<file path="src/rtl/garegga_sound_pkg.sv">
// Shared definitions for the Garegga sound-command mailbox: FSM state
// encoding, Z80-side mailbox addresses and default handshake timings.
package garegga_sound_pkg;

  typedef enum logic [2:0] {
    S_IDLE     = 3'd0,
    S_LOAD     = 3'd1,
    S_PULSE    = 3'd2,
    S_WAIT_ACK = 3'd3,
    S_GAP      = 3'd4
  } sndcmd_state_e;

  // Z80 address map: read soundlatch / write-to-ack
  localparam logic [15:0] Z80_SOUNDLATCH_ADDR = 16'hE01C;
  localparam logic [15:0] Z80_ACK_ADDR        = 16'hE00C;

  localparam int unsigned DEF_INT_PULSE_LEN = 8;
  localparam int unsigned DEF_MIN_GAP       = 16;

endpackage

</file>
<file path="src/rtl/garegga_sndcmd_fifo.sv">
// Synchronous FIFO for 68k sound commands. Head data is presented
// combinationally and is valid whenever the FIFO is not empty.
module garegga_sndcmd_fifo #(
  parameter int unsigned AW = 2,
  parameter int unsigned DW = 8
) (
  input  logic          clk_i,
  input  logic          rst_ni,
  input  logic          flush_i,
  input  logic          push_i,
  input  logic [DW-1:0] wdata_i,
  input  logic          pop_i,
  output logic [DW-1:0] rdata_o,
  output logic [AW:0]   count_o,
  output logic          empty_o,
  output logic          full_o
);

  localparam int unsigned  DEPTH   = 1 << AW;
  localparam logic [AW-1:0] PTR_ONE = AW'(1);
  localparam logic [AW:0]   CNT_ONE = (AW + 1)'(1);

  logic [DW-1:0] mem_q [DEPTH];
  logic [AW-1:0] wptr_q, wptr_d, rptr_q, rptr_d;
  logic [AW:0]   count_q, count_d;
  logic          do_push, do_pop;

  assign empty_o = (count_q == '0);
  assign full_o  = (count_q == (AW + 1)'(DEPTH));
  assign do_pop  = pop_i & ~empty_o;
  // a pop frees a slot in the same cycle, so a full FIFO still accepts a push
  assign do_push = push_i & (~full_o | do_pop);
  assign rdata_o = mem_q[rptr_q];
  assign count_o = count_q;

  // Next pointer/count; flush overrides any push or pop
  always_comb begin
    wptr_d  = wptr_q;
    rptr_d  = rptr_q;
    count_d = count_q;
    if (flush_i) begin
      wptr_d  = '0;
      rptr_d  = '0;
      count_d = '0;
    end else begin
      if (do_push) wptr_d = wptr_q + PTR_ONE;
      if (do_pop)  rptr_d = rptr_q + PTR_ONE;
      if (do_push && !do_pop)      count_d = count_q + CNT_ONE;
      else if (!do_push && do_pop) count_d = count_q - CNT_ONE;
    end
  end

  // Pointer and occupancy registers
  always_ff @(posedge clk_i or negedge rst_ni) begin
    if (!rst_ni) begin
      wptr_q  <= '0;
      rptr_q  <= '0;
      count_q <= '0;
    end else begin
      wptr_q  <= wptr_d;
      rptr_q  <= rptr_d;
      count_q <= count_d;
    end
  end

  // Storage array, no reset needed
  always_ff @(posedge clk_i) begin
    if (do_push && !flush_i) mem_q[wptr_q] <= wdata_i;
  end

endmodule

</file>
<file path="src/rtl/garegga_sndcmd_tx.sv">
// 68k-side sound-command initiator: queues command bytes, presents each on
// SOUNDLATCH with a Z80INT pulse and waits for the Z80 ack before the next.
// Optional ack watchdog enabled by defining GAREGGA_SNDCMD_TIMEOUT_EN.
module garegga_sndcmd_tx
  import garegga_sound_pkg::*;
#(
  parameter int unsigned FIFO_AW       = 2,
  parameter int unsigned INT_PULSE_LEN = DEF_INT_PULSE_LEN,
  parameter int unsigned MIN_GAP       = DEF_MIN_GAP
`ifdef GAREGGA_SNDCMD_TIMEOUT_EN
  ,
  parameter int unsigned ACK_TIMEOUT   = 1048576
`endif
) (
  input  logic       CLK96,
  input  logic       RESET96_N,
  input  logic       CMD_WE,
  input  logic [7:0] CMD_DATA,
  input  logic       FLUSH,
  input  logic       CLR_ERR,
  output logic       CMD_FULL,
  output logic       BUSY,
  output logic       OVERFLOW,
  output logic       TIMEOUT,
  output logic [7:0] SOUNDLATCH,
  output logic       Z80INT,
  input  logic       Z80_ACK
);

  localparam int unsigned CNT_MAX = (INT_PULSE_LEN > MIN_GAP) ? INT_PULSE_LEN : MIN_GAP;
  localparam int unsigned CNT_W   = $clog2(CNT_MAX);
  localparam logic [CNT_W-1:0] CNT_ONE    = CNT_W'(1);
  localparam logic [CNT_W-1:0] PULSE_LAST = CNT_W'(INT_PULSE_LEN - 1);
  localparam logic [CNT_W-1:0] GAP_LAST   = CNT_W'(MIN_GAP - 1);

  sndcmd_state_e    state_q, state_d;
  logic [CNT_W-1:0] cnt_q, cnt_d;
  logic             acked_q, acked_d;
  logic [7:0]       latch_q, latch_d;
  logic             int_q, int_d;
  logic             busy_q, busy_d;
  logic             ovf_q, ovf_d;

  logic             fifo_push, fifo_pop, fifo_empty, fifo_full;
  logic [7:0]       fifo_head;
  logic [FIFO_AW:0] fifo_count;
  logic             wd_fire;

  garegga_sndcmd_fifo #(
    .AW (FIFO_AW),
    .DW (8)
  ) u_fifo (
    .clk_i   (CLK96),
    .rst_ni  (RESET96_N),
    .flush_i (FLUSH),
    .push_i  (fifo_push),
    .wdata_i (CMD_DATA),
    .pop_i   (fifo_pop),
    .rdata_o (fifo_head),
    .count_o (fifo_count),
    .empty_o (fifo_empty),
    .full_o  (fifo_full)
  );

  assign fifo_push = CMD_WE & ~FLUSH & (~fifo_full | fifo_pop);

`ifdef GAREGGA_SNDCMD_TIMEOUT_EN
  localparam logic [19:0] WD_LAST = 20'(ACK_TIMEOUT - 1);

  logic [19:0] wd_q, wd_d;
  logic        to_q, to_d;

  assign wd_fire = (wd_q == WD_LAST);
  assign TIMEOUT = to_q;

  // Ack watchdog: restarts per command, counts only while waiting for the ack
  always_comb begin
    wd_d = wd_q;
    if (state_q == S_LOAD)          wd_d = '0;
    else if (state_q == S_WAIT_ACK) wd_d = wd_q + 20'd1;
    to_d = (to_q & ~CLR_ERR) |
           ((state_q == S_WAIT_ACK) & ~Z80_ACK & wd_fire & ~FLUSH);
  end

  // Watchdog counter and sticky timeout flag
  always_ff @(posedge CLK96 or negedge RESET96_N) begin
    if (!RESET96_N) begin
      wd_q <= '0;
      to_q <= 1'b0;
    end else begin
      wd_q <= wd_d;
      to_q <= to_d;
    end
  end
`else
  assign wd_fire = 1'b0;
  assign TIMEOUT = 1'b0;
`endif

  // Handshake FSM next-state and output logic; FLUSH overrides everything
  always_comb begin
    state_d  = state_q;
    cnt_d    = cnt_q;
    acked_d  = acked_q;
    latch_d  = latch_q;
    int_d    = int_q;
    fifo_pop = 1'b0;
    unique case (state_q)
      S_IDLE: begin
        if (!fifo_empty) state_d = S_LOAD;
      end
      S_LOAD: begin
        fifo_pop = 1'b1;
        latch_d  = fifo_head;
        int_d    = 1'b1;
        cnt_d    = '0;
        acked_d  = 1'b0;
        state_d  = S_PULSE;
      end
      S_PULSE: begin
        cnt_d = cnt_q + CNT_ONE;
        if (Z80_ACK) acked_d = 1'b1;
        if (cnt_q == PULSE_LAST) begin
          int_d   = 1'b0;
          cnt_d   = '0;
          state_d = (acked_q | Z80_ACK) ? S_GAP : S_WAIT_ACK;
        end
      end
      S_WAIT_ACK: begin
        if (Z80_ACK || wd_fire) begin
          cnt_d   = '0;
          state_d = S_GAP;
        end
      end
      S_GAP: begin
        cnt_d = cnt_q + CNT_ONE;
        if (cnt_q == GAP_LAST) begin
          cnt_d   = '0;
          state_d = S_IDLE;
        end
      end
      default: state_d = S_IDLE;
    endcase
    if (FLUSH) begin
      state_d  = S_IDLE;
      int_d    = 1'b0;
      cnt_d    = '0;
      fifo_pop = 1'b0;
    end
  end

  // Registered flags; BUSY is derived from next state so it tracks the FSM without lag
  always_comb begin
    busy_d = (state_d != S_IDLE) | fifo_push | (~FLUSH & (fifo_count != '0));
    ovf_d  = (ovf_q & ~CLR_ERR) | (CMD_WE & ~FLUSH & fifo_full & ~fifo_pop);
  end

  // FSM, counter, latch and flag registers
  always_ff @(posedge CLK96 or negedge RESET96_N) begin
    if (!RESET96_N) begin
      state_q <= S_IDLE;
      cnt_q   <= '0;
      acked_q <= 1'b0;
      latch_q <= '0;
      int_q   <= 1'b0;
      busy_q  <= 1'b0;
      ovf_q   <= 1'b0;
    end else begin
      state_q <= state_d;
      cnt_q   <= cnt_d;
      acked_q <= acked_d;
      latch_q <= latch_d;
      int_q   <= int_d;
      busy_q  <= busy_d;
      ovf_q   <= ovf_d;
    end
  end

  assign SOUNDLATCH = latch_q;
  assign Z80INT     = int_q;
  assign BUSY       = busy_q;
  assign OVERFLOW   = ovf_q;
  assign CMD_FULL   = fifo_full;

endmodule

</file>
<file path="config.mk">
export PLATFORM = sky130hd
export DESIGN_NAME = garegga_sndcmd_tx
export DESIGN_NICKNAME = d
export VERILOG_FILES = /design/src/rtl/garegga_sound_pkg.sv /design/src/rtl/garegga_sndcmd_fifo.sv /design/src/rtl/garegga_sndcmd_tx.sv
export SDC_FILE = /design/constraint.sdc
export NUM_CORES = 1
export LEC_CHECK = 0
export BUFFER_PORTS_ARGS = -buffer_cell sky130_fd_sc_hd__buf_2
export CELL_PAD_IN_SITES_DETAIL_PLACEMENT = 1
export CELL_PAD_IN_SITES_GLOBAL_PLACEMENT = 1
export CORE_ASPECT_RATIO = 1.2
export CORE_MARGIN = 10
export CORE_UTILIZATION = 43
export CTS_CLUSTER_DIAMETER = 150
export CTS_CLUSTER_SIZE = 12
export DETAILED_ROUTE_END_ITERATION = 16
export PLACE_DENSITY = 0.78
export SYNTH_ARGS = -nofsm -noshare
export SYNTH_HDL_FRONTEND = slang
export SYNTH_SLANG_ARGS = --single-unit
</file>
<file path="constraint.sdc">
create_clock -name CLK96 -period 2.15 [get_ports CLK96]
set_input_delay 0.3225 -clock CLK96 [delete_from_list [all_inputs] [get_ports CLK96]]
set_output_delay 0.3225 -clock CLK96 [all_outputs]
set_load 0.02 [all_outputs]
</file>
Word level (Yosys, flattened, before mapping)
Memory sizes are Yosys's and may differ from the RTL's. A register that Yosys moved wholly into a read port is not among the register bits.
Cells that the tools add are included.
{ "word_totals": {"ff_bits": 18, "memories": 1, "inputBits": 14, "latchBits": 0, "wordCells": 92, "rom_bits": 0, "ramBits": 32, "out_inout_bits": 13} }
{ "mem_list": {"columns": ["memory", "words", "width", "read_ports", "rd_clocked_by_memory_dff", "write_ports", "line", "text"], "rows": [
  ["u_fifo.mem_q", 4, 8, 1, 1, 1, "garegga_sndcmd_fifo.sv:23", "logic [DW-1:0] mem_q [DEPTH];"]
]} }
{ "classes": {"n_lt_le_gt_ge": 0, "n_bitwise": 19, "mul": 0, "eq_ne": 10, "muxes": 28, "n_addsub": 5, "reduce_logical": 20, "shifts": 0, "div_mod_pow": 0} }
{ "ops": {"columns": ["operator", "count"], "rows": [
  ["$mux 3", 9],
  ["$mux 4", 4],
  ["$pmux 4 s4", 1],
  ["$pmux 3 s5", 1],
  ["$reduce_bool 3->1", 4],
  ["$and 1x1->1", 8],
  ["$mux 2", 4],
  ["$mux 1", 7],
  ["$eq 3x2->1 const B", 2],
  ["$eq 3x3->1 const B", 2],
  ["$logic_not 3->1", 2],
  ["$ne 3x3->1 const B", 2],
  ["$or 1x1->1", 6],
  ["$reduce_and 2->1", 3],
  ["$reduce_bool 2->1", 3],
  ["$not 1->1", 5],
  ["$reduce_bool 5->1", 1],
  ["$add 2x1->2 const B", 2],
  ["$add 4x1->4 const B", 1],
  ["$eq 4x3->1 const B", 1],
  ["$eq 4x4->1 const B", 1],
  ["$logic_not 1->1", 4],
  ["$pmux 1 s2", 2],
  ["$add 3x1->3 const B", 1],
  ["other kinds (4)", 6]
]} }

Depth between registers and ports, before layout
Gate-level depths: netlist of run 1.
{ "depth": {"ltp_word": 11, "ltp_mapped": 10} }

Hierarchy
Synthesis of run 1 repeated with hierarchy kept, for this count alone.
{ "hier_totals": {"cells_unflattened": 197, "area_unflattened_um2": 2702.6} }
{ "modules_own_cells": {"columns": ["module", "instances", "cells_each", "area_per_inst_um2"], "rows": [
  ["garegga_sndcmd_fifo", 1, 105, 1734.2],
  ["garegga_sndcmd_tx", 1, 92, 968.4]
]} }

Least setup slack after synthesis of run 1
No wires, ideal clock.
{ "synth_timing": {"path_kind": "reg2reg", "startpoint": "register u_fifo.count_q[2] (netlist: u_fifo.count_o[2])", "endpoint": "register u_fifo.count_q[2] (netlist: u_fifo.count_o[2])", "setup_time_ns": 0.068, "path_slack_ns": -0.177, "path_stages_with_launch": 10, "t_arrival_ns": 2.258, "t_required_ns": 2.082, "n_path_buf": 1, "path_cell_list": "dfrtp_1 > nor3b_2 > a21oi_4 > buf_2 > nor2b_1 > fa_1 > nor2_1 > o211ai_1 > mux2_2 > nand3_1"} }
{ "synth_via": {"elab_chain_len": 8, "word_cells_on_any_way": 19, "cone_classes": "add/sub: 2; eq/ne: 1; mux: 3; bitwise: 7; reduce/logical: 6"} }
{ "synth_rtl": {"columns": ["item", "line", "text"], "rows": [
  ["start: declaration", "garegga_sndcmd_fifo.sv:25", "logic [AW:0] count_q, count_d;"],
  ["start signal: assignment", "garegga_sndcmd_fifo.sv:62", "count_q <= count_d;"],
  ["$eq 3x3->1 (*)", "garegga_sndcmd_fifo.sv:29", "assign full_o = (count_q == (AW + 1)'(DEPTH));"],
  ["via CMD_FULL", "garegga_sndcmd_tx.sv:21", "output logic CMD_FULL,"],
  ["$not 1->1 (*)", "garegga_sndcmd_fifo.sv:32, garegga_sndcmd_tx.sv:65", null],
  ["$or 1x1->1", "garegga_sndcmd_tx.sv:65", "assign fifo_push = CMD_WE & ~FLUSH & (~fifo_full | fifo_pop);"],
  ["$and 1x1->1", "garegga_sndcmd_tx.sv:65", null],
  ["$and 1x1->1 (*)", "garegga_sndcmd_fifo.sv:32", "assign do_push = push_i & (~full_o | do_pop);"],
  ["$logic_and 1x1->1 or $logic_not 1->1 (tied branches)", "garegga_sndcmd_fifo.sv:48, garegga_sndcmd_fifo.sv:49", null],
  ["$mux 3 or $logic_and 1x1->1 (tied branches)", "garegga_sndcmd_fifo.sv:48, garegga_sndcmd_fifo.sv:49", null],
  ["$mux 3 or $reduce_bool 3->1 (tied branches)", null, null]
]} }
Mark *: on every way through the listed nets, which the timed path passes. The rest lies on a longest branch. The select of a mux whose other input is x is not followed.
A chain may end at the register's enable or synchronous reset.

Final worst setup path of run 1
{ "layout_timing": {"startpoint": "register state_q[1]", "endpoint": "register u_fifo.count_q[2] (netlist: u_fifo.count_o[2])"} }
{ "layout_via": {"elab_chain_len": 9, "word_cells_on_any_way": 15, "cone_classes": "eq/ne: 1; mux: 4; bitwise: 5; reduce/logical: 5"} }
{ "layout_rtl": {"columns": ["item", "line", "text"], "rows": [
  ["start: declaration", "garegga_sndcmd_tx.sv:36", "sndcmd_state_e state_q, state_d;"],
  ["start signal: assignment", "garegga_sndcmd_tx.sv:169", "state_q <= state_d;"],
  ["$eq 3x1->1 (*)", "garegga_sndcmd_tx.sv:108", "unique case (state_q)"],
  ["$mux 1 (*)", "garegga_sndcmd_tx.sv:108", null],
  ["$mux 1 (*)", "garegga_sndcmd_tx.sv:144", "if (FLUSH) begin"],
  ["$or 1x1->1 or $and 1x1->1 (tied branches)", "garegga_sndcmd_tx.sv:65, garegga_sndcmd_fifo.sv:30", null],
  ["$and 1x1->1 or $or 1x1->1 (tied branches)", "garegga_sndcmd_tx.sv:65, garegga_sndcmd_fifo.sv:32", null],
  ["$and 1x1->1", "garegga_sndcmd_fifo.sv:32", null],
  ["$logic_and 1x1->1 or $logic_not 1->1 (tied branches)", "garegga_sndcmd_fifo.sv:48, garegga_sndcmd_fifo.sv:49", null],
  ["$mux 3 or $logic_and 1x1->1 (tied branches)", "garegga_sndcmd_fifo.sv:48, garegga_sndcmd_fifo.sv:49", null],
  ["$mux 3 or $reduce_bool 3->1 (tied branches)", null, null]
]} }
Mark *: on every way between the ends. The rest lies on a longest branch, timed or not.

==> results.json, run 1 <==
{
  "ys_ff_latch": 58,
  "grt_pass1_vias": 1915,
  "fp.dieW_um": 92.02,
  "die_height_um": 106.4,
  "synthArstFlopShare_pct": 44.83,
  "maxSlewHeadroom_pct": 59.65,
  "portBuffers": 25,
  "peakVddDrop_v": 0.0005240,
  "clock-sinks": 58,
  "wl_per_cell_um": 17.37,
  "ys_types": 52,
  "synth-edff-count": 32,
  "clkLatencyLatePin_ps": 330,
  "period_share_pct": 94.02,
  "grt_pass1_wl_mm": 9.729,
  "cts_tree": "built",
  "required_ps": 2420,
  "clock-root-buffer": "clkbuf_8",
  "nFillCells": 637,
  "arrival_ps": 2290,
  "dr.pass1.iters": 4,
  "antenna_cells": 0,
  "path_class": "register to register",
  "crit_start": "state_q[1]$_DFF_PN0_",
  "hold_viol": 7,
  "finalMaxSlewViolations": 0,
  "final_nets": 264,
  "reg2reg_to": "u_fifo.count_o[2]$_DFFE_PN0P_",
  "pin_count": 27,
  "yosysTopAreaCell": "edfxtp_1",
  "drive_gt1_share_pct": 30.12,
  "reg2reg_slack_ps": 130,
  "routed_via_density": 5.236,
  "yosys_warnings": 0,
  "routed_wl_mm": 5.749,
  "max_cap_viol_count": 0,
  "period_needed_ps": 2021,
  "area_growth_pct": 18.51,
  "finalSetupViolations": 0,
  "hold_class": "primary input to async pin",
  "cts_buffer_depth": 2,
  "start_util_pct": 44.23,
  "violations": "hold timing",
  "drtIter0Drc": 57,
  "grt_overflow": 0,
  "crit_fanout": 4,
  "seq_area_um2": 1612,
  "fin_skew_ps": 10.66,
  "power_density_nw_per_um2": 1175,
  "cts_buffers": 9,
  "critPathCaptureType": "register",
  "hold_buffers": 0,
  "vias": 1733,
  "worstReg2RegStart": "state_q[1]$_DFF_PN0_",
  "syn-cell-area_um2": 2676,
  "netlist_top_cells_area": "edfxtp_1 36%, dfrtp_1 24%, mux4_2 6.7%, nand2_1 4.1%, ha_1 2.3%",
  "ff2ff_path_depth": 8,
  "place_hpwl_mm": 4.092,
  "dieArea_um2": 9793,
  "route.detailed.drc": 0,
  "hold_ws_ps": -12.85,
  "synth.avg_cell_area_um2": 12.99,
  "core_region_area_um2": 6051,
  "path_clk_slew_ps": 70,
  "power_mw": 3.726,
  "outcome": "finished, violations left",
  "synth_ff_type": "edfxtp_1",
  "dp.cells": 315,
  "timing.fmax_mhz": 494.7,
  "synth_nets": 226,
  "synth_cells": 206,
  "grtUsageTotal_pct": 12.73,
  "antenna_found_initial": 0,
  "ys_seq_area_share_pct": 60.22,
  "htreeDepth": 3,
  "yosysTopAreaCellShare_pct": 35.90,
  "globalplace.congestion": 0.7445,
  "crit_path_start_kind": "register",
  "leakage_nw": 1.326,
  "multi_input_comb_area_um2": 999.7,
  "fin_cells": 331,
  "final_antenna_net_count": 0,
  "row_count": 31,
  "grt_max_degree": 27,
  "worst_pin_slew_ps": 605.2
}
[metrics by stage]
| step | util (%) | cell area, um^2 | hold slack, ps | setup TNS (ps) | setup slack (ps) |
|---|---|---|---|---|---|
| 2_1_floorplan | - | 2703 | 26.91 | -18.13 | -14.37 |
| 3_3_place_gp | 49.07 | 2969 | 369.4 | 0 | 72.11 |
| 3_5_place_dp | 49.07 | 2969 | 379.5 | 0 | 18.38 |
| 4_1_cts | 52.27 | 3163 | 8.508 | 0 | 0.4401 |
| 5_1_grt | 52.42 | 3172 | 41.28 | -1.092 | -1.092 |
| 6_report | 52.42 | 3172 | -12.85 | 0 | 128.6 |
[cell usage after synthesis (all sizes together) (2+ instances only)]
cell type   n
nor2b       4
nand2      29
nand2b      4
mux4        8
ha          5
nor3        3
nor3b       2
a21o        2
xnor2       2
o31ai       2
or3         2
clkbuf      5
a211oi      2
edfxtp     32
nor2       12
dfrtp      26
and2        5
inv         9
or2         5
nand3       4
xor2        2
mux2        3
a21oi       8
a2bb2oi     2
buf         7
o211ai      2
[cells in the final DEF, fill, tap and decap left out, types with 4 or more instances in the layout]
cell      netlist  final
a21oi_1         7      7
and2_1          5      5
buf_2           3     25
buf_4           1     14
clkbuf_8        0     10
dfrtp_1        26     26
edfxtp_1       32     32
ha_1            5      5
inv_1           9      9
mux4_2          8      8
nand2_1        29     29
nand2b_1        4      4
nand3_1         4      4
nor2_1         12     12
[routing by layer]
layer  vias up  GRT usage (%)  part of all wire, %
li1        816              -                    -
met1       875          14.45                   42
met2        33          21.46                   52
met3         9          3.378                  4.3
met4         0          6.623                  1.7
met5         -              0                    0
[area by class of cell]
cell class	instances	area share (%)
Sequential cell	58	50.81
Multi-Input combinational cell	127	31.52
Timing Repair Buffer	39	7.258
Clock buffer	10	4.339
Tap cell	82	3.235
Clock inverter	6	1.775
Inverter	9	1.065
[kinds of logic after synthesis]
logic type,Yosys count,synth area share [%]
other,1,0.1401
AOI/OAI and AO/OA,29,8.649
buffers and inverters,21,3.506
adders and majority gates,6,3.086
xor gates and xnor gates,5,2.151
and+or+nand+nor,75,14.26
DFF,58,60.21
muxes,11,7.994
[sequential cells by signal, indices dropped and copies added, names as in the netlist, 2 cells and up]
register	count
u_fifo.count_o	3
cnt_q	4
u_fifo.wptr_q	2
u_fifo.rptr_q	2
state_q	3
SOUNDLATCH	8
u_fifo.mem_q	32
[worst max path at each step]
stage	endpoint	slack (ps)
floorplan	u_fifo.count_o[1]$_DFFE_PN0P_	-10
detailed placement	u_fifo.count_o[2]$_DFFE_PN0P_	20
global route	u_fifo.count_o[2]$_DFFE_PN0P_	-1
CTS	u_fifo.count_o[2]$_DFFE_PN0P_	0.4
global placement	u_fifo.count_o[1]$_DFFE_PN0P_	70
finish	u_fifo.count_o[2]$_DFFE_PN0P_	130
[critical path, stage by stage, from the launching register on]
cell and delay, ps:
dfrtp_1 380, or3b_4 440, nor3_4 180, nor2b_4 60, fa_2 360, nor2_1 90, o211ai_1 90, mux2_2 280
nand3_1 80
[repair_timing]
action                                  CTS  global route
endpoints found under the setup margin    0             2
setup buffers                             0             0
resized for setup                         0             2
[power breakdown]
part           internal (mW)  switching (mW)
sequential              1.37           0.134
combinational          0.543           0.701
clock                  0.556           0.419
Note: power is estimated with default switching activity, not from simulation.
==> run 2, diff against run 1 <==
Settings changed: SETUP_SLACK_MARGIN set to 0.3.
==> run 2 against run 1 <==
Against the previous run:
- the run still ends with hold timing left
- combinational power is essentially flat
- die area unchanged
- clock skew decreased by 1.1 ps
- sequential power about the same
- worst setup slack better by 4.6 ps
- maximum frequency up 0.23%
- global-route usage increased by 0.061 points
- routed wire length fell by 0.64%
- highest routed layer unchanged
==> results.json, run 2 (synthesis results as in run 1) <==
{
  "worst_pin_slew_ps": 616.2,
  "clkLatencyLatePin_ps": 330,
  "hold_ws_ps": -4.887,
  "dieArea_um2": 9793,
  "top_register": "u_fifo.mem_q",
  "place_hpwl_mm": 4.092,
  "ff2ff_path_depth": 8,
  "area_growth_pct": 19.26,
  "pin_count": 27,
  "tns_ps": 0,
  "drtIter0Drc": 75,
  "cts_buffer_depth": 2,
  "hold_class": "primary input to async pin",
  "final_nets": 266,
  "hold_buffers": 0,
  "largest_reg_flops": 32,
  "row_count": 31,
  "finalSetupViolations": 0,
  "grt_setup_unrepaired": "yes",
  "path_cells": "or3b_4, nor3_4, nor2b_4, fa_2, nor2_1, o211ai_1, mux2_2, nand3_1",
  "postLayoutCoreUtil_pct": 52.75,
  "dr.pass1.iters": 4,
  "cpMaxStageDelayCell": "or3b_4",
  "leakage_nw": 1.332,
  "hold_viol": 6,
  "nFillCells": 640,
  "wl_per_cell_um": 17.15,
  "crit_fanout": 3,
  "worstReg2RegStart": "state_q[1]$_DFF_PN0_",
  "reg2reg_to": "u_fifo.count_o[2]$_DFFE_PN0P_",
  "dp.cells": 315,
  "outcome": "finished, violations left",
  "cts_buffers": 9,
  "fin_cells": 333,
  "route.detailed.drc": 0,
  "path_class": "register to register",
  "arrival_ps": 2280,
  "grt_pass1_wl_mm": 9.791,
  "vias": 1735,
  "finalMaxSlewViolations": 0,
  "final_antenna_net_count": 0,
  "grt_max_degree": 27,
  "max_cap_viol_count": 0,
  "maxSlewHeadroom_pct": 58.92,
  "timing.fmax_mhz": 495.8,
  "reg2reg_slack_ps": 130,
  "grt_overflow": 0,
  "cp_slowest_stage_delay_ps": 430,
  "cts_tree": "built",
  "htreeDepth": 3,
  "grt_pass1_vias": 1926,
  "clock-root-buffer": "clkbuf_8",
  "start_util_pct": 44.23,
  "setup_slack_ps": 133.2,
  "antenna_cells": 0,
  "clock-sinks": 58,
  "die_height_um": 106.4,
  "antenna_found_initial": 0,
  "drive_gt1_share_pct": 31.87,
  "crit_path_start_kind": "register",
  "grtUsageTotal_pct": 12.79,
  "portBuffers": 25,
  "power_density_nw_per_um2": 1172,
  "period_needed_ps": 2017,
  "routed_wl_mm": 5.712,
  "required_ps": 2420,
  "globalplace.congestion": 0.7445,
  "path_clk_slew_ps": 70,
  "violations": "hold timing",
  "core_region_area_um2": 6051,
  "fp.dieW_um": 92.02,
  "routed_via_density": 5.210,
  "period_share_pct": 93.80,
  "critPathCaptureType": "register",
  "pre_cts_ws_ps": 18.38,
  "final_common_cell": "edfxtp_1",
  "final_cell_mix": "32 x edfxtp_1, 29 x nand2_1, 25 x dfrtp_1, 25 x buf_2, 16 x buf_4",
  "fin_skew_ps": 9.561,
  "peakVddDrop_v": 0.0005237
}
[run 2: layer usage]
| layer | GRT usage (%) | part of all wire, % | up-vias | wire, um |
|---|---|---|---|---|
| met4 | 6.623 | 1.8 | 0 | 100 |
| met5 | 0 | 0 | - | 0 |
| met1 | 14.59 | 41 | 877 | 2365 |
| met3 | 3.378 | 4.4 | 9 | 250 |
| met2 | 21.52 | 52 | 31 | 2996 |
| li1 | - | - | 818 | - |
[run 2: worst max-delay path by stage]
stage,startpoint,endpoint,slack [ps],cells past startpoint
2_1_floorplan,u_fifo.count_o[0]$_DFFE_PN0P_,u_fifo.count_o[1]$_DFFE_PN0P_,-10,7
5_1_grt,state_q[1]$_DFF_PN0_,u_fifo.count_o[2]$_DFFE_PN0P_,30,8
3_5_place_dp,state_q[1]$_DFF_PN0_,u_fifo.count_o[2]$_DFFE_PN0P_,20,8
4_1_cts,state_q[1]$_DFF_PN0_,u_fifo.count_o[2]$_DFFE_PN0P_,130,8
6_report,state_q[1]$_DFF_PN0_,u_fifo.count_o[2]$_DFFE_PN0P_,130,8
3_3_place_gp,state_q[1]$_DFF_PN0_,u_fifo.count_o[1]$_DFFE_PN0P_,70,6
[run 2: final cells by class]
cell class                      instances  area (um^2)  share of cell area [%]
Tap cell                               82        102.6                   3.214
Clock inverter                          6        56.30                   1.764
Timing Repair Buffer                   41        245.2                   7.683
Inverter                                9        33.78                   1.058
Clock buffer                           10        137.6                   4.312
Multi-Input combinational cell        127         1003                   31.44
Sequential cell                        58         1613                   50.53
[run 2: critical path, delay by kind of cell, from the launching register on]
| kind | cells | cell delay, ps |
|---|---|---|
| adder cells (fa/ha/maj) | 1 | 360 |
| multiplexers | 1 | 280 |
| AO/OA/AOI/OAI | 1 | 90 |
| AND/OR/NAND/NOR | 5 | 840 |
| flip-flops | 1 | 380 |
[run 2: report_power, final]
part / internal [mW] / leakage [nW] / switching (mW)
clock: 0.556 / 0.0995 / 0.416
combinational: 0.558 / 0.601 / 0.703
sequential: 1.38 / 0.631 / 0.134
total: 2.49 / 1.33 / 1.25
[run 2: timing repair]
action,CTS,global route
cloned,0,0
endpoints found under the setup margin,10,13
gates resized for setup,3,2
setup buffers,2,0
[run 2: metrics by stage]
| stage | power, mW | area, um^2 |
|---|---|---|
| 2_1_floorplan | 2.366 | 2703 |
| 3_3_place_gp | 2.730 | 2969 |
| 3_5_place_dp | 2.773 | 2969 |
| 4_1_cts | 3.799 | 3188 |
| 5_1_grt | 4.004 | 3192 |
| 6_report | 3.741 | 3192 |
==> run 3, diff against run 2 <==
--- a/constraint.sdc
+++ b/constraint.sdc
@@ -3,2 +3,2 @@
 set_output_delay 0.3225 -clock CLK96 [all_outputs]
-set_load 0.02 [all_outputs]
+set_load 0.01 [all_outputs]
==> run 3 against run 2 <==
Against the previous run:
- register-to-register slack worse by 60 ps
- clock skew rose by 0.60 ps
- power up 1.2%
- sequential share of layout area shrank 0.74 points
- the run now ends clean
- clock power increased by 6%
- die area unchanged
- first-iteration DRC count shrank 52%
- design area up 1.4%
- highest routed layer unchanged
- critical path depth rose by 1
==> results.json, run 3 (synthesis results as in run 1) <==
{
  "antenna_found_initial": 0,
  "crit_fanout": 4,
  "nFillCells": 645,
  "leakage_nw": 1.346,
  "pin_count": 27,
  "htreeDepth": 3,
  "routed_via_density": 5.320,
  "peakVddDrop_v": 0.0006157,
  "dieArea_um2": 9793,
  "portBuffers": 25,
  "p_switching_mw": 1.281,
  "clock-sinks": 58,
  "grt_pass1_vias": 2025,
  "finalInstanceArea_um2": 3237,
  "reg2reg_to": "u_fifo.count_o[2]$_DFFE_PN0P_",
  "fin_skew_ps": 10.16,
  "wl_per_cell_um": 17.47,
  "antenna_cells": 0,
  "hold_viol": 0,
  "outcome": "completed",
  "period_needed_ps": 2079,
  "clkLatencyLatePin_ps": 350,
  "final_common_cell": "edfxtp_1",
  "endpoint": "u_fifo.count_o[2]$_DFFE_PN0P_",
  "fin_cells": 337,
  "dr.pass1.iters": 6,
  "path_clk_slew_ps": 70,
  "die_height_um": 106.4,
  "ff2ff_path_depth": 9,
  "swShare_pct": 33.86,
  "routed_wl_mm": 5.887,
  "drtIter0Drc": 36,
  "vias": 1793,
  "required_ps": 2440,
  "path_class": "register to register",
  "cts_buffers": 9,
  "worst_pin_slew_ps": 587.8,
  "crit_path_start_kind": "register",
  "grt_setup_unrepaired": "yes",
  "reg2reg_slack_ps": 70,
  "max_cap_viol_count": 0,
  "largest_reg_flops": 32,
  "dp.cells": 316,
  "area_growth_pct": 20.94,
  "postPlaceCellArea_um2": 2983,
  "globalplace.congestion": 0.7976,
  "row_count": 31,
  "route.detailed.drc": 0,
  "grtUsageTotal_pct": 12.90,
  "period_share_pct": 96.68,
  "cpMaxStageDelayCell": "dfrtp_1",
  "crit_start": "u_fifo.count_o[1]$_DFFE_PN0P_",
  "grt_max_degree": 27,
  "finalSetupViolations": 0,
  "finalMaxSlewViolations": 0,
  "place_hpwl_mm": 4.235,
  "top_register": "u_fifo.mem_q",
  "final_antenna_net_count": 0,
  "path_cells": "nor3_1, buf_4, nor3_4, nor2b_4, fa_2, nor2b_1, nand4_1, mux2_2, nand3_1",
  "timing.fmax_mhz": 481.1,
  "pwr-share-comb_pct": 32.7,
  "start_util_pct": 44.23,
  "fp.dieW_um": 92.02,
  "p_seq_share_pct": 40.2,
  "power_density_nw_per_um2": 1169,
  "hold_class": "primary input to register",
  "drive_gt1_share_pct": 32.16,
  "core_region_area_um2": 6051,
  "grt_overflow": 0,
  "cts_buffer_depth": 2,
  "final_cell_mix": "32 x edfxtp_1, 29 x nand2_1, 26 x dfrtp_1",
  "grt_pass1_wl_mm": 9.963,
  "maxSlewHeadroom_pct": 60.81,
  "pwr-share-clk_pct": 27.2,
  "final_nets": 270,
  "arrival_ps": 2370,
  "cp_slowest_stage_delay_ps": 440,
  "cts_tree": "built",
  "clock-root-buffer": "clkbuf_8",
  "internal_power_mw": 2.503,
  "worstReg2RegStart": "u_fifo.count_o[1]$_DFFE_PN0P_",
  "critPathCaptureType": "register"
}
## run 3: cell types whose count changed in the layout (fill, tap and decap cells not counted), moves of 2 or more
cell	delta
buf_4	+3
clkinv_2	-3
clkinv_4	+2
clkinvlp_4	+2
## run 3: how the worst min path moves through the flow
| stage | from | endpoint | slack, ps | depth (start not counted) |
|---|---|---|---|---|
| 3_5_place_dp | RESET96_N | cnt_q[3]$_DFFE_PN0P_ | 370 | 1 |
| 3_3_place_gp | RESET96_N | cnt_q[3]$_DFFE_PN0P_ | 370 | 1 |
| 6_report | CLR_ERR | OVERFLOW$_DFF_PN0_ | 160 | 2 |
| 2_1_floorplan | RESET96_N | BUSY$_DFF_PN0_ | 30 | 0 |
| 4_1_cts | CLR_ERR | OVERFLOW$_DFF_PN0_ | 150 | 2 |
| 5_1_grt | CLR_ERR | OVERFLOW$_DFF_PN0_ | 170 | 2 |
## run 3: power groups by stage
stage	clock network, mW	logic (mW)	registers [mW]
6_report	1.03	1.24	1.52
4_1_cts	1.05	1.24	1.52
2_1_floorplan	0	0.768	1.54
5_1_grt	1.10	1.37	1.55
3_5_place_dp	0	1.17	1.54
3_3_place_gp	0	1.13	1.53
## run 3: final cells by class
type / count / area (um^2) / area share (%)
Multi-Input combinational cell: 127 / 1008 / 31.16
Sequential cell: 58 / 1612 / 49.79
Clock buffer: 9 / 123.9 / 3.827
Clock inverter: 7 / 78.83 / 2.435
Inverter: 9 / 33.78 / 1.044
Timing Repair Buffer: 45 / 277.8 / 8.581
Tap cell: 82 / 102.6 / 3.170
## run 3: per-layer routing
layer	wire length, um	global-route usage (%)
met1	2409	14.17
met5	0	0
met3	259	3.237
met2	3052	22.02
met4	165	7.616
## run 3: through the flow
step	TNS (ps)	utilization (%)	worst slack (ps)	hold WS, ps	power, mW
2_1_floorplan	0	-	47.59	26.91	2.306
6_report	0	53.49	71.45	155.8	3.784
3_5_place_dp	-23.92	49.30	-23.92	369.5	2.717
4_1_cts	0	53.39	93.37	145.9	3.812
3_3_place_gp	0	49.30	76.18	369.7	2.660
5_1_grt	0	53.49	2.644	165.1	4.026
## run 3: what timing repair did
action | 4_1_cts | 5_1_grt
pin swaps | 1 | 0
hold buffers | 1 | 0
setup endpoints to repair | 34 | 27
setup buffers | 4 | 0
cloned | 0 | 0
gates resized for setup | 2 | 1
endpoints found under the hold margin | 24 | 0
## run 3: worst max-delay path, delay by kind of cell, from the launching register on
kind | cells | cell delay (ps)
and+or+nand+nor | 6 | 860
DFF | 1 | 440
muxes | 1 | 290
buffers and inverters | 1 | 220
adders and majority gates | 1 | 210
